$ cat src/rtl/spi_flash_responder_pkg.sv
// Shared constants, state encoding and sizing helpers for the SPI flash responder.
package spi_flash_responder_pkg;

    localparam logic [7:0] CMD_READ = 8'h03;
    localparam logic [7:0] CMD_RDID = 8'h9F;

    typedef enum logic [2:0] {
        ST_IDLE,
        ST_CMD,
        ST_ADDR,
        ST_DATA,
        ST_ID,
        ST_IGNORE
    } state_e;

    // Number of address bytes sent by the initiator for a given address width.
    function automatic int unsigned addr_bytes(input int unsigned addr_w);
        return (addr_w + 32'd7) / 32'd8;
    endfunction

endpackage

$ cat src/rtl/spi_flash_responder_if.sv
// SPI pins plus the local memory read port of the flash responder.
interface spi_flash_responder_if #(
    parameter int unsigned ADDR_W = 16
);
    logic              spi_sclk;
    logic              spi_cs_n;
    logic              spi_mosi;
    logic              spi_miso;
    logic              spi_miso_oe;
    logic              mem_rd_en;
    logic [ADDR_W-1:0] mem_addr;
    logic [7:0]        mem_rdata;
    logic              busy;

    modport slave (
        input  spi_sclk,
        input  spi_cs_n,
        input  spi_mosi,
        input  mem_rdata,
        output spi_miso,
        output spi_miso_oe,
        output mem_rd_en,
        output mem_addr,
        output busy
    );

    modport master (
        output spi_sclk,
        output spi_cs_n,
        output spi_mosi,
        output mem_rdata,
        input  spi_miso,
        input  spi_miso_oe,
        input  mem_rd_en,
        input  mem_addr,
        input  busy
    );

endinterface

$ cat src/rtl/spi_sync_edge.sv
// Two-flop synchroniser with a third stage for rise/fall detection; idles high.
module spi_sync_edge (
    input  logic clk,
    input  logic rst_n,
    input  logic d,
    output logic rise_c,
    output logic fall_c
);

    logic [2:0] sync_q;

    always_ff @(posedge clk or negedge rst_n) begin
        if (!rst_n) begin
            sync_q <= 3'b111;
        end else begin
            sync_q <= {sync_q[1:0], d};
        end
    end

    assign rise_c = sync_q[1] & ~sync_q[2];
    assign fall_c = ~sync_q[1] & sync_q[2];

endmodule

$ cat src/rtl/spi_flash_responder.sv
// SPI mode-0 boot-flash emulator: READ (0x03) streams bytes from a local memory port.
// Optional feature macro SPI_RESP_JEDEC_ID_EN adds the 0x9F JEDEC ID response.
module spi_flash_responder
    import spi_flash_responder_pkg::*;
#(
    parameter int unsigned ADDR_W = 16
`ifdef SPI_RESP_JEDEC_ID_EN
    ,
    parameter logic [23:0] JEDEC_ID = 24'hEF4016
`endif
) (
    input logic                  clk,
    input logic                  rst_n,
    spi_flash_responder_if.slave bus
);

    localparam int unsigned ADDR_BYTES = addr_bytes(ADDR_W);
    localparam int unsigned ADDR_SR_W  = ADDR_BYTES * 8;
    localparam int unsigned CNT_W      = $clog2(ADDR_SR_W);

    logic sclk_rise_c;
    logic sclk_fall_c;
    logic cs_rise_c;
    logic cs_fall_c;
    logic mosi_meta;
    logic mosi_s;

    state_e state;
    state_e state_d;

    logic [CNT_W-1:0]     bit_cnt,    bit_cnt_d;
    logic [ADDR_SR_W-2:0] rx_sr,      rx_sr_d;
    logic [7:0]           tx_sr,      tx_sr_d;
    logic [2:0]           tx_cnt,     tx_cnt_d;
    logic                 rd_pend,    rd_pend_d;
    logic                 miso_q,     miso_d;
    logic                 oe_q,       oe_d;
    logic                 rd_en_q,    rd_en_d;
    logic                 busy_q,     busy_d;
    logic [ADDR_W-1:0]    mem_addr_q, mem_addr_d;
`ifdef SPI_RESP_JEDEC_ID_EN
    logic [23:0]          id_sr,      id_sr_d;
`endif

    logic [7:0]           cmd_byte_c;
    logic [ADDR_SR_W-1:0] addr_full_c;
    logic                 last_cmd_bit_c;
    logic                 last_addr_bit_c;
    logic                 cs_abort_c;

    spi_sync_edge u_sclk_sync (
        .clk    (clk),
        .rst_n  (rst_n),
        .d      (bus.spi_sclk),
        .rise_c (sclk_rise_c),
        .fall_c (sclk_fall_c)
    );

    spi_sync_edge u_cs_sync (
        .clk    (clk),
        .rst_n  (rst_n),
        .d      (bus.spi_cs_n),
        .rise_c (cs_rise_c),
        .fall_c (cs_fall_c)
    );

    // MOSI is only sampled on SCLK rises, so a plain 2-FF synchroniser suffices.
    always_ff @(posedge clk or negedge rst_n) begin
        if (!rst_n) begin
            mosi_meta <= 1'b1;
            mosi_s    <= 1'b1;
        end else begin
            mosi_meta <= bus.spi_mosi;
            mosi_s    <= mosi_meta;
        end
    end

    assign cmd_byte_c      = {rx_sr[6:0], mosi_s};
    assign addr_full_c     = {rx_sr, mosi_s};
    assign last_cmd_bit_c  = (bit_cnt == CNT_W'(7));
    assign last_addr_bit_c = (bit_cnt == CNT_W'(ADDR_SR_W - 1));
    assign cs_abort_c      = cs_rise_c && (state != ST_IDLE);

    always_ff @(posedge clk or negedge rst_n) begin
        if (!rst_n) begin
            state <= ST_IDLE;
        end else begin
            state <= state_d;
        end
    end

    // Next-state logic; CS release wins over any SCLK edge seen in the same cycle.
    always_comb begin
        state_d = state;
        if (cs_abort_c) begin
            state_d = ST_IDLE;
        end else begin
            case (state)
                ST_IDLE: begin
                    if (cs_fall_c) state_d = ST_CMD;
                end
                ST_CMD: begin
                    if (sclk_rise_c && last_cmd_bit_c) begin
                        case (cmd_byte_c)
                            CMD_READ: state_d = ST_ADDR;
`ifdef SPI_RESP_JEDEC_ID_EN
                            CMD_RDID: state_d = ST_ID;
`endif
                            default:  state_d = ST_IGNORE;
                        endcase
                    end
                end
                ST_ADDR: begin
                    if (sclk_rise_c && last_addr_bit_c) state_d = ST_DATA;
                end
                default: ;
            endcase
        end
    end

    // Datapath and output next values.
    always_comb begin
        bit_cnt_d  = bit_cnt;
        rx_sr_d    = rx_sr;
        tx_sr_d    = tx_sr;
        tx_cnt_d   = tx_cnt;
        rd_pend_d  = rd_en_q;
        miso_d     = miso_q;
        oe_d       = oe_q;
        rd_en_d    = 1'b0;
        busy_d     = busy_q;
        mem_addr_d = mem_addr_q;
`ifdef SPI_RESP_JEDEC_ID_EN
        id_sr_d    = id_sr;
`endif
        if (cs_abort_c) begin
            busy_d    = 1'b0;
            oe_d      = 1'b0;
            miso_d    = 1'b0;
            rd_pend_d = 1'b0;
        end else begin
            case (state)
                ST_IDLE: begin
                    if (cs_fall_c) begin
                        busy_d    = 1'b1;
                        bit_cnt_d = '0;
                    end
                end
                ST_CMD: begin
                    if (sclk_rise_c) begin
                        rx_sr_d   = {rx_sr[ADDR_SR_W-3:0], mosi_s};
                        bit_cnt_d = last_cmd_bit_c ? '0 : CNT_W'(bit_cnt + 1'b1);
`ifdef SPI_RESP_JEDEC_ID_EN
                        if (last_cmd_bit_c && (cmd_byte_c == CMD_RDID)) id_sr_d = JEDEC_ID;
`endif
                    end
                end
                ST_ADDR: begin
                    if (sclk_rise_c) begin
                        rx_sr_d   = {rx_sr[ADDR_SR_W-3:0], mosi_s};
                        bit_cnt_d = CNT_W'(bit_cnt + 1'b1);
                        if (last_addr_bit_c) begin
                            mem_addr_d = addr_full_c[ADDR_W-1:0];
                            rd_en_d    = 1'b1;
                            tx_cnt_d   = '0;
                        end
                    end
                end
                ST_DATA: begin
                    if (sclk_fall_c) begin
                        miso_d   = tx_sr[7];
                        oe_d     = 1'b1;
                        tx_sr_d  = {tx_sr[6:0], 1'b0};
                        tx_cnt_d = 3'(tx_cnt + 1'b1);
                        // Last bit of the byte is out: prefetch the next one.
                        if (tx_cnt == 3'd7) begin
                            mem_addr_d = ADDR_W'(mem_addr_q + 1'b1);
                            rd_en_d    = 1'b1;
                        end
                    end
                    if (rd_pend) tx_sr_d = bus.mem_rdata;
                end
`ifdef SPI_RESP_JEDEC_ID_EN
                ST_ID: begin
                    if (sclk_fall_c) begin
                        miso_d  = id_sr[23];
                        oe_d    = 1'b1;
                        id_sr_d = {id_sr[22:0], 1'b0};
                    end
                end
`endif
                default: ;
            endcase
        end
    end

    always_ff @(posedge clk or negedge rst_n) begin
        if (!rst_n) begin
            bit_cnt    <= '0;
            rx_sr      <= '0;
            tx_sr      <= '0;
            tx_cnt     <= '0;
            rd_pend    <= 1'b0;
            miso_q     <= 1'b0;
            oe_q       <= 1'b0;
            rd_en_q    <= 1'b0;
            busy_q     <= 1'b0;
            mem_addr_q <= '0;
`ifdef SPI_RESP_JEDEC_ID_EN
            id_sr      <= '0;
`endif
        end else begin
            bit_cnt    <= bit_cnt_d;
            rx_sr      <= rx_sr_d;
            tx_sr      <= tx_sr_d;
            tx_cnt     <= tx_cnt_d;
            rd_pend    <= rd_pend_d;
            miso_q     <= miso_d;
            oe_q       <= oe_d;
            rd_en_q    <= rd_en_d;
            busy_q     <= busy_d;
            mem_addr_q <= mem_addr_d;
`ifdef SPI_RESP_JEDEC_ID_EN
            id_sr      <= id_sr_d;
`endif
        end
    end

    assign bus.spi_miso    = miso_q;
    assign bus.spi_miso_oe = oe_q;
    assign bus.mem_rd_en   = rd_en_q;
    assign bus.mem_addr    = mem_addr_q;
    assign bus.busy        = busy_q;

endmodule
$ cat src/flat_wrapper.sv
// flat-port wrapper written by rule: the top's interface ports become plain ports
module spi_flash_responder_flat import spi_flash_responder_pkg::*;
#(
    parameter int unsigned ADDR_W = 16

)
  (clk, rst_n, bus_spi_sclk, bus_spi_cs_n, bus_spi_mosi, bus_mem_rdata, bus_spi_miso, bus_spi_miso_oe, bus_mem_rd_en, bus_mem_addr, bus_busy);
  spi_flash_responder_if #(.ADDR_W(ADDR_W)) bus_i ();
  input logic clk;
  input logic rst_n;
  input wire logic [$bits(bus_i.spi_sclk)-1:0] bus_spi_sclk;
  input wire logic [$bits(bus_i.spi_cs_n)-1:0] bus_spi_cs_n;
  input wire logic [$bits(bus_i.spi_mosi)-1:0] bus_spi_mosi;
  input wire logic [$bits(bus_i.mem_rdata)-1:0] bus_mem_rdata;
  output wire logic [$bits(bus_i.spi_miso)-1:0] bus_spi_miso;
  output wire logic [$bits(bus_i.spi_miso_oe)-1:0] bus_spi_miso_oe;
  output wire logic [$bits(bus_i.mem_rd_en)-1:0] bus_mem_rd_en;
  output wire logic [$bits(bus_i.mem_addr)-1:0] bus_mem_addr;
  output wire logic [$bits(bus_i.busy)-1:0] bus_busy;
  assign bus_i.spi_sclk = bus_spi_sclk;
  assign bus_i.spi_cs_n = bus_spi_cs_n;
  assign bus_i.spi_mosi = bus_spi_mosi;
  assign bus_i.mem_rdata = bus_mem_rdata;
  assign bus_spi_miso = bus_i.spi_miso;
  assign bus_spi_miso_oe = bus_i.spi_miso_oe;
  assign bus_mem_rd_en = bus_i.mem_rd_en;
  assign bus_mem_addr = bus_i.mem_addr;
  assign bus_busy = bus_i.busy;
  spi_flash_responder #(.ADDR_W(ADDR_W)) u_core (.clk(clk), .rst_n(rst_n), .bus(bus_i));
endmodule
$ cat config.mk
export PLATFORM = sky130hd
export DESIGN_NAME = spi_flash_responder_flat
export DESIGN_NICKNAME = d
export VERILOG_FILES = /design/src/rtl/spi_flash_responder_pkg.sv /design/src/rtl/spi_flash_responder_if.sv /design/src/rtl/spi_sync_edge.sv /design/src/rtl/spi_flash_responder.sv /design/src/flat_wrapper.sv
export SDC_FILE = /design/constraint.sdc
export NUM_CORES = 1
export LEC_CHECK = 0
export ABC_AREA = 0
export CELL_PAD_IN_SITES_DETAIL_PLACEMENT = 0
export CELL_PAD_IN_SITES_GLOBAL_PLACEMENT = 1
export CORE_MARGIN = 1.5
export CORE_UTILIZATION = 40
export DETAILED_ROUTE_END_ITERATION = 12
export PLACE_DENSITY_LB_ADDON = 0.3
export SLEW_MARGIN = 20
export SYNTH_ARGS = -nofsm -noshare
export SYNTH_HDL_FRONTEND = slang
export SYNTH_SLANG_ARGS = --single-unit
export TNS_END_PERCENT = 50
$ cat constraint.sdc
create_clock -name clk -period 1.8 [get_ports clk]
set_clock_uncertainty 0.2 [all_clocks]
set_input_delay 0.27 -clock clk [delete_from_list [all_inputs] [get_ports clk]]
set_output_delay 0.27 -clock clk [all_outputs]
set_load 0.1 [all_outputs]
==> results.py <==
metrics = {
    "pwr": {
        "pwr-share-clk_pct": 24.7,
        "switchingPower_mw": 1.64,
        "internal_power_mw": 3.27,
        "power_mw": 4.91,
        "p_seq_share_pct": 37.2,
        "p_comb_share_pct": 38.1,
        "swShare_pct": 33.4,
        "ir_drop_mv": 0.691,
        "power_density_mw_per_mm2": 1070,
        "p_leak_nw": 2.02,
    },
    "place": {
        "hpwl_um": 4530,
        "io_buffers": 32,
        "place.gp.congestion": 0.823,
    },
    "synth": {
        "synth_common_cells": "dfrtp_1 (54), o21ai_0 (28), nand2_1 (27)",
        "synth_edf_count": 0,
        "yosys_most_used_dff": "dfrtp_1",
        "seq_area_frac_synth_pct": 52.5,
        "synthTopCellsByArea": "dfrtp_1 (45%), dfstp_2 (7.1%), mux2_2 (6.4%)",
        "synth_most_common_cell": "dfrtp_1",
        "yosys_warnings": 0,
        "syn_area_mm2": 0.00298,
        "yosysTopAreaCellShare_pct": 45.4,
        "async_flop_share_pct": 100,
        "syn-num-nets": 298,
        "syn_area_per_cell_um2": 10.6,
        "synth.ff_latch_count": 62,
        "ys_types": 50,
        "synth.largest_area_cell": "dfrtp_1",
        "postSynthCellCount": 281,
    },
    "cts": {
        "cts_buffers": 9,
        "cts_tree": "done",
        "insertion_delay_ps": 340,
        "htree_levels": 3,
        "cts-root-buf": "clkbuf_8",
        "clk_path_buf_depth": 2,
        "clock-sinks": 62,
        "path_clk_slew_ps": 70,
    },
    "critical_path": {
        "crit_fanout": 3,
        "crit_family": "flip-flops",
        "cpMaxStageDelayCell": "dfstp_2",
        "crit_chain": "nand2b_4, maj3_2, nor4b_4, o32ai_2, a22o_1",
        "reg2reg_slack_ps": -210,
        "crit_arrival_ps": 2030,
        "reg2reg_depth": 5,
        "r2r_start": "u_core.u_sclk_sync.sync_q[1]$_DFF_PN1_",
        "regToRegEndpoint": "u_core.state[1]$_DFFE_PN0P_",
        "crit_path_start": "u_core.u_sclk_sync.sync_q[1]$_DFF_PN1_",
        "crit_required_ps": 1820,
        "crit_end": "u_core.state[1]$_DFFE_PN0P_",
        "worst-setup-path-type": "reg -> reg",
        "endpoint_kind": "flop",
        "critPathBufInv": 0,
        "cp-start-kind": "flop",
        "cp.depth": 5,
        "max_stage_delay_ps": 560,
    },
    "final_layout": {
        "layout.nets": 376,
        "n_antenna_cell": 0,
        "fillers": 588,
        "multi_input_area_mm2": 0.00165,
        "seqCellArea_mm2": 0.00161,
        "final_core_util_pct": 63.7,
        "area_growth_pct": 54.5,
        "drive_gt1_share_pct": 48.1,
    },
    "floorplan": {
        "die_h_um": 89.2,
        "die_w_um": 89.2,
        "ios": 33,
        "die-area_mm2": 0.00796,
        "rows": 31,
        "design.core.area_mm2": 0.00721,
        "start_util_pct": 41.2,
    },
    "run": {
        "cap_violations": 0,
    },
    "grt": {
        "grt_pass1_vias": 2396,
        "grt_max_degree": 63,
        "grt_remaining_overflow": 0,
        "grt_pass1_wl_um": 11400,
        "antenna_found_initial": 0,
        "grtUsageTotal_pct": 19.0,
    },
    "sta": {
        "worst_pin_slew_ps": 362,
        "relSlewSlack_pct": 75.8,
        "finalMaxSlewViolations": 0,
        "setup_violations": 38,
        "timing.fmax_mhz": 498,
        "worst_slack_ps": -207,
        "period_share_pct": 111,
        "rsz0062_at_grt": "true",
        "fin_crit_ps": 2010,
        "final_hold_viol_count": 0,
    },
    "routing": {
        "routedWlPerCell_um": 16.0,
        "vias": 2485,
        "dr.pass1.iters": 6,
        "totalWireLength_um": 7420,
        "drt_iter0_drc": 84,
        "detail-route-antenna-nets": 0,
        "detail_route.vias_per_cell": 5.37,
        "drc": 0,
    },
    "run_status": {
        "violations": "setup timing",
        "outcome": "complete, but fails checks",
    },
    "min_path": {
        "hold_path_class": "in -> reg",
    },
}
[area by class of cell]
| type | instances | area share (%) |
|---|---|---|
| multi-input cells | 201 | 35.8 |
| clock buffers | 11 | 3.08 |
| repair buffers | 81 | 22.0 |
| well taps | 99 | 2.69 |
| inverters | 4 | 0.381 |
| clock inverters | 5 | 1.09 |
| flip-flops and latches | 62 | 34.9 |
[worst min path at each step]
stage / start / end / cells past startpoint
after global placement: rst_n / u_core.tx_sr[6]$_DFFE_PN0P_ / 2
after floorplan: rst_n / u_core.bit_cnt[0]$_DFFE_PN0P_ / 0
final: bus_spi_mosi / u_core.mosi_meta$_DFF_PN1_ / 1
after global routing: bus_spi_mosi / u_core.mosi_meta$_DFF_PN1_ / 1
after detailed placement: rst_n / u_core.tx_sr[6]$_DFFE_PN0P_ / 2
after CTS: bus_spi_mosi / u_core.mosi_meta$_DFF_PN1_ / 1
[power groups by stage]
stage	sequential [mW]	combinational (mW)	clock, mW
after floorplan	1.91	0.769	0
after global placement	1.80	1.37	0
after detailed placement	1.81	1.40	0
after CTS	1.82	1.63	1.23
after global routing	1.86	2.00	1.31
final	1.83	1.87	1.21
[stage by stage]
stage / worst slack (ps) / hold slack, ps / cell area, um^2 / setup TNS, ps / cells
floorplan: -148 / -226 / 3070 / -2660 / 281
global placement: -206 / 106 / 3970 / -3710 / 439
detailed placement: -284 / 113 / 3970 / -5310 / 439
CTS: -156 / 122 / 4360 / -3230 / 459
global route: -253 / 133 / 4600 / -4950 / 463
finish: -207 / 137 / 4600 / -3370 / 463
[sequential cells by signal (all words and copies together) (netlist names), 3 cells and up]
name / flops
u_core.bit_cnt: 4
u_core.bus.mem_addr: 16
u_core.rx_sr: 15
u_core.state: 3
u_core.tx_cnt: 3
u_core.tx_sr: 8
u_core.u_cs_sync.sync_q: 3
u_core.u_sclk_sync.sync_q: 3
[routing by layer]
metal  up-vias  GRT usage [%]  share of wire [%]
met4         0           9.09                1.6
met3         9           3.05                3.1
met2        42           30.3                 49
met1      1251           25.5                 46
met5         -              0                  0
li1       1183              -                  -
[timing repair]
action | CTS | global route
resized for setup | 35 | 50
buffers inserted | 3 | 2
cloned | 0 | 2
pin swaps | 10 | 9
setup endpoints to repair | 40 | 48
hold buffers | 1 | 0
hold endpoints to repair | 54 | 0
[cells in the final DEF, fill, tap and decap left out, drive strengths merged, types with 3 or more instances in the layout]
cell / count
a21o: 3
a21oi: 14
a22o: 6
a22oi: 3
a2bb2oi: 7
and2: 5
and3: 5
buf: 67
clkbuf: 13
clkdlybuf4s50: 11
clkinv: 4
dfrtp: 54
dfstp: 8
ha: 4
inv: 4
mux2: 17
mux2i: 8
nand2: 27
nand2b: 3
nand3: 14
nor2: 18
nor2b: 4
nor3: 3
o21ai: 29
o22ai: 6
or3: 3
[cells by family after synthesis]
group / after synthesis / synth area share (%)
adder cells (fa/ha/maj): 5 / 2.06
AND/OR/NAND/NOR: 93 / 16.1
flip-flops: 62 / 52.5
buffers and inverters: 18 / 3.07
XOR/XNOR: 2 / 0.841
multiplexers: 25 / 9.13
AO/OA/AOI/OAI: 76 / 16.4
No activity file was read; power rests on OpenSTA's default activity.
